[src/rtl/mem_arbiter.sv]
// Two-way arbiter sharing the unified memory port between instruction fetch (IF)
// and load/store (LS). LS has priority, bounded by an IF anti-starvation counter.
// Responses are registered one cycle after grant; misaligned accesses are
// consumed without a memory access and answered with err=1.
module mem_arbiter #(
    parameter int unsigned ADDR_W     = 32,
    parameter int unsigned DATA_W     = 32,
    parameter int unsigned STARVE_MAX = 3
) (
    input  logic              clk,
    input  logic              rst,
    // instruction fetch requester
    input  logic              if_req,
    input  logic [ADDR_W-1:0] if_addr,
    output logic              if_gnt,
    output logic              if_rvalid,
    output logic [DATA_W-1:0] if_rdata,
    output logic              if_err,
    // load/store requester
    input  logic              ls_req,
    input  logic              ls_we,
    input  logic [ADDR_W-1:0] ls_addr,
    input  logic [DATA_W-1:0] ls_wdata,
    output logic              ls_gnt,
    output logic              ls_rvalid,
    output logic [DATA_W-1:0] ls_rdata,
    output logic              ls_err,
    // memory port
    output logic              mem_en,
    output logic              mem_we,
    output logic [ADDR_W-1:0] mem_addr,
    output logic [DATA_W-1:0] mem_wdata,
    input  logic [DATA_W-1:0] mem_rdata
);

    // STARVE_MAX is limited to 1..15, so a 4-bit saturating counter suffices
    localparam int unsigned   CNT_W      = 4;
    localparam logic [CNT_W-1:0] CNT_SAT    = '1;
    localparam logic [CNT_W-1:0] STARVE_LIM = CNT_W'(STARVE_MAX);

    logic [CNT_W-1:0] starve_cnt;
    logic             if_aligned;
    logic             ls_aligned;

    assign if_aligned = (if_addr[1:0] == 2'b00);
    assign ls_aligned = (ls_addr[1:0] == 2'b00);

    // Grant selection: LS first unless IF has waited STARVE_MAX LS grants
    always_comb begin
        if_gnt = 1'b0;
        ls_gnt = 1'b0;
        if (!rst) begin
            if (ls_req && (!if_req || (starve_cnt < STARVE_LIM))) begin
                ls_gnt = 1'b1;
            end else if (if_req) begin
                if_gnt = 1'b1;
            end
        end
    end

    // Memory port drive; misaligned or idle cycles leave the port fully quiet
    always_comb begin
        mem_en    = 1'b0;
        mem_we    = 1'b0;
        mem_addr  = '0;
        mem_wdata = '0;
        if (ls_gnt && ls_aligned) begin
            mem_en    = 1'b1;
            mem_we    = ls_we;
            mem_addr  = ls_addr;
            mem_wdata = ls_wdata;
        end else if (if_gnt && if_aligned) begin
            mem_en    = 1'b1;
            mem_addr  = if_addr;
            mem_wdata = ls_wdata;
        end
    end

    // Anti-starvation counter: counts LS wins while IF is waiting
    always_ff @(posedge clk) begin
        if (rst) begin
            starve_cnt <= '0;
        end else if (if_gnt || !if_req) begin
            starve_cnt <= '0;
        end else if (ls_gnt && (starve_cnt != CNT_SAT)) begin
            starve_cnt <= starve_cnt + CNT_W'(1);
        end
    end

    // IF response register; data/err hold while rvalid is low
    always_ff @(posedge clk) begin
        if (rst) begin
            if_rvalid <= 1'b0;
            if_err    <= 1'b0;
            if_rdata  <= '0;
        end else begin
            if_rvalid <= if_gnt;
            if (if_gnt) begin
                if_err   <= !if_aligned;
                if_rdata <= if_aligned ? mem_rdata : '0;
            end
        end
    end

    // LS response register; stores and misaligned accesses return zero data
    always_ff @(posedge clk) begin
        if (rst) begin
            ls_rvalid <= 1'b0;
            ls_err    <= 1'b0;
            ls_rdata  <= '0;
        end else begin
            ls_rvalid <= ls_gnt;
            if (ls_gnt) begin
                ls_err   <= !ls_aligned;
                ls_rdata <= (ls_aligned && !ls_we) ? mem_rdata : '0;
            end
        end
    end

endmodule
[config.mk]
export PLATFORM = sky130hd
export DESIGN_NAME = mem_arbiter
export DESIGN_NICKNAME = d
export VERILOG_FILES = /design/src/rtl/mem_arbiter.sv
export SDC_FILE = /design/constraint.sdc
export NUM_CORES = 1
export LEC_CHECK = 0
export CORE_UTILIZATION = 34
export CTS_CLUSTER_DIAMETER = 30
export DETAILED_ROUTE_END_ITERATION = 16
export GPL_TIMING_DRIVEN = 0
export PLACE_DENSITY = 0.81
export SLEW_MARGIN = 25
export SYNTH_ARGS = -nofsm -noshare
export SYNTH_HDL_FRONTEND = slang
export SYNTH_SLANG_ARGS = --single-unit
[constraint.sdc]
create_clock -name clk -period 2.35 [get_ports clk]
set_input_delay 0.47 -clock clk [delete_from_list [all_inputs] [get_ports clk]]
set_output_delay 0.47 -clock clk [all_outputs]
set_load 0.02 [all_outputs]
# Word level (Yosys, flattened, before mapping)
# Index checks and enable logic that the tools add are counted.
# op_classes
add_sub_neg	1
multipliers	0
div_mod_pow	0
n_lt_le_gt_ge	1
n_eq_ne	1
n_shift	0
n_mux	14
n_bitwise	0
n_reduce_logical	14
# op_table
operator	count
two-way mux 32 bit	6
two-way mux 1 bit	8
logical AND 1 bit	5
adder 4 x 1 -> 4 bit, second input constant	1
zero test 1 bit	4
zero test 2 bit	2
< comparator 4 x 2 -> 1 bit, second input constant	1
!= test 4 bit, second input constant	1
logical OR 1 bit	2
OR reduction 2 bit	1
# word_totals
regBits	72
latch_bits	0
ram_bits	0
romBits	0
input_bits	133
output_inout_bits	136
memories	0

# Longest topological paths before layout
# depth
depth_word	8
mapped_depth	7

# Worst setup path before layout
# No wires, ideal clock.
# synth_timing
path_type	flip-flop to output port
start	register starve_cnt[0]
end	output port mem_wdata[10]
arrival_ns	1.792
path_slack_ns	0.088
path_stages_with_launch	6
n_path_buf	1
path_cell_list	dfxtp_1 ha_1 o31ai_2 nand3_1 clkbuf_1 a21boi_1
# synth_between
elab_chain_len	8
word_cells_on_any_way	11
# synth_lines
item	line_no	rtl
start: declaration	41	logic [CNT_W-1:0] starve_cnt;
start signal: assignment	86	starve_cnt <= starve_cnt + CNT_W'(1);
< comparator 4 x 2 -> 1 bit (*)	53	if (ls_req && (!if_req || (starve_cnt < STARVE_LIM))) begin
logical OR 1 bit (*)	53	
logical AND 1 bit (*)	53	
two-way mux 1 bit	53	
two-way mux 1 bit	52	if (!rst) begin
logical AND 1 bit	72	end else if (if_gnt && if_aligned) begin
two-way mux 32 bit	72	
two-way mux 32 bit (*)	67	if (ls_gnt && ls_aligned) begin
end: declaration	32	output logic [DATA_W-1:0] mem_wdata,
# Every way passes the cells marked *; elsewhere a longest branch is shown, timed or not.

# Worst setup path in the final report
# layout_timing
start	register starve_cnt[1]
end	output port mem_addr[29]
# layout_between
elab_chain_len	8
word_cells_on_any_way	11
# layout_lines
item	line_no	rtl
< comparator 4 x 2 -> 1 bit (*)	53	
logical OR 1 bit (*)	53	
logical AND 1 bit (*)	53	
two-way mux 1 bit	53	
two-way mux 1 bit	52	
logical AND 1 bit	72	
two-way mux 32 bit	72	
two-way mux 32 bit (*)	67	
end: declaration	31	output logic [ADDR_W-1:0] mem_addr,
# Marks and branches as above.

==> impl_metrics.toml <==
[floorplanning]
row_count = 36
num_io_pins = 269
die_x_um = 104
dieArea_mm2 = 0.0108
core_mm2 = 0.00991
start_util = 0.357
die_y_um = 104

[power_and_ir_drop]
power_density_mw_per_mm2 = 454
ir_worst_vdd_v = 0.000406
leakage_nw = 2.69

[grt]
grt_max_degree = 13
antenna_found_initial = 0
grt_first_pass_wirelength_um = 24200
track_usage = 0.284
grt_overflow_total = 0
grt_pass1_vias = 4302

[worst_setup_path]
critPathKind = "flop to output pin"
crit_fanout = 6
cp_cell_sequence = "ha_4, or4b_4, and2_4, buf_6, a22o_1, buf_6"
slowest_stage = "or4b_4"
required_ps = 1880
critPathBufInv = 2
cp.depth = 6
cpMostUsedCell = "buf_6"
reg2regPathDepth = 9
cp-end-kind = "output pin"
cpPeakStageDelay_ps = 520
cp_top_family = "simple AND/OR/NAND/NOR gates"
arrival_ps = 2090
start_kind = "flop"

[timing]
hold_viol_final = 0
slew_violations = 0
tns_ps = -7560
fin_crit_ps = 2560
max_slew_margin = 0.596
worst_pin_slew_ps = 601
grt_setup_unrepaired = "yes"
setup_viol = 60
post-route-period-util = 1.09
final.setup.worst_slack_ps = -212
clock_skew_ps = 8.36
fmax_ghz = 0.390

[placement]
dp.cells = 811
place_area_mm2 = 0.00637
pre_cts_ws_ps = -931
io_buffers = 265
gp_congestion = 0.934
hpwl_um = 12100

[detailed_routing]
ant_nets = 0
first_pass_iters = 4
first_iter_violations = 254
drc = 0
wl_per_cell_um = 19.4
vias_per_cell = 5.24
drt_wl_total_um = 16400
num_vias = 4420

[layout]
final_common_cell = "clkdlybuf4s50_1"
fin_nets = 839
syn2layout_area_growth_pct = 98.1
drive_gt1_frac = 0.232
ff_latch_area_mm2 = 0.00144
layout_common_cells = "clkdlybuf4s50_1, dfxtp_1, nand2b_1, nand4_1, o21ai_1"
fin_cells = 843
antenna_cells = 0
final_cell_area_mm2 = 0.00701
nFillCells = 776
multi_input_area_mm2 = 0.00201

[clocking]
cts_sinks = 72
numCtsBuffers = 9
cts_buffer_depth = 2
htreeDepth = 3
clock_latency_ps = 350
postCtsHoldBufs = 0
cts_tree = "built"
clk_pin_slew_ps = 70
cts_root_buf = "clkbuf_8"

[logic_synthesis]
netlist_instances = 410
seq_area_frac_synth = 0.407
yosysUniqueCellTypes = 30
ys.warnings.count = 0
postSynthAreaPerCell_um2 = 8.63
netlist_area_mm2 = 0.00354
ys_seq_elements = 72

[min_path]
whs_path_depth = 2
hp-class = "flop to flop"

[status]
status = "complete, but fails checks"
violations = "setup timing"

[run]
cap_viol_max_count = 0
[where the power goes]
part	internal, mW	switching [mW]
clock network	0.735	0.463
logic	0.397	0.321
registers	1.25	0.0188
[area by class of cell]
type / count / area share
Clock inverter: 5 / 0.0148
Multi-Input combinational cell: 288 / 0.287
Sequential cell: 72 / 0.206
Buffer: 48 / 0.0428
Timing Repair Buffer: 286 / 0.406
Tap cell: 133 / 0.0237
Clock buffer: 11 / 0.0202
[worst reg2reg max path, stage by stage (launching register included)]
cell,delay [ps]
dfxtp_2,340
ha_4,170
or4b_4,520
buf_4,160
buf_4,150
and2_4,160
buf_4,180
buf_4,170
buf_6,140
o21ai_1,140
[per-stage QoR]
step	power, mW	hold slack (ps)	utilization
2_1_floorplan	1.55	536	-
3_3_place_gp	1.95	451	0.643
3_5_place_dp	1.96	456	0.643
4_1_cts	3.15	470	0.669
5_1_grt	3.28	485	0.707
6_report	3.19	465	0.707
[cell usage after synthesis (all sizes together)]
| cell type | instances | area share |
|---|---|---|
| nand2 | 3 | 0.0032 |
| or4b | 1 | 0.0028 |
| nor2b | 1 | 0.0018 |
| nand2b | 64 | 0.11 |
| a211oi | 1 | 0.0021 |
| nor4 | 1 | 0.0018 |
| a21oi | 2 | 0.0028 |
| and3 | 2 | 0.0035 |
| xor2 | 1 | 0.0025 |
| and2 | 5 | 0.0088 |
| ha | 1 | 0.0035 |
| o21ai | 64 | 0.091 |
| nand3 | 2 | 0.0028 |
| nor3b | 1 | 0.0021 |
| nor2 | 4 | 0.0042 |
| a22o | 30 | 0.074 |
| nor3 | 2 | 0.0042 |
| nand4 | 64 | 0.11 |
| a31oi | 1 | 0.0018 |
| nor4b | 1 | 0.0025 |
| clkbuf | 22 | 0.023 |
| a21boi | 32 | 0.068 |
| dfxtp | 72 | 0.41 |
| buf | 31 | 0.055 |
| conb | 1 | 0.0011 |
| o31ai | 1 | 0.0035 |
[kinds of logic after synthesis]
group | after synthesis | share of synthesized area
adders and majority gates | 1 | 0.00354
and+or+nand+nor | 151 | 0.264
other | 1 | 0.00106
DFF | 72 | 0.407
xor gates and xnor gates | 1 | 0.00248
AOI/OAI and AO/OA | 131 | 0.243
buffers and inverters | 53 | 0.0782
[repair_timing]
item	in CTS	in global routing
gates resized for setup	358	100
setup buffers	13	5
pin swaps	8	25
hold endpoints to repair	0	0
endpoints found under the setup margin	66	65
cloned	1	2
[worst paths after layout]
kind / from / endpoint / slack, ps
hold reg to reg: if_rdata[21]$_SDFFE_PP0P_ / if_rdata[21]$_SDFFE_PP0P_ / 470
setup / recovery: starve_cnt[1]$_SDFFE_PP0P_ / mem_addr[29] / -210
hold / removal: if_rdata[21]$_SDFFE_PP0P_ / if_rdata[21]$_SDFFE_PP0P_ / 470
setup reg to reg: starve_cnt[1]$_SDFFE_PP0P_ / if_rdata[9]$_SDFFE_PP0P_ / 140
[flip-flops by register name, summed over array words and instances (netlist names)]
name / count
if_rvalid: 1
starve_cnt: 4
ls_err: 1
ls_rvalid: 1
if_err: 1
if_rdata: 32
ls_rdata: 32
[layer usage]
metal | track usage | part of all wire | vias to the layer above
li1 | - | - | 2082
met1 | 0.320 | 0.39 | 2108
met2 | 0.525 | 0.52 | 200
met3 | 0.0645 | 0.069 | 30
met4 | 0.0908 | 0.022 | 0
met5 | 0 | 0 | -
Power figures use the tool's default switching activity.
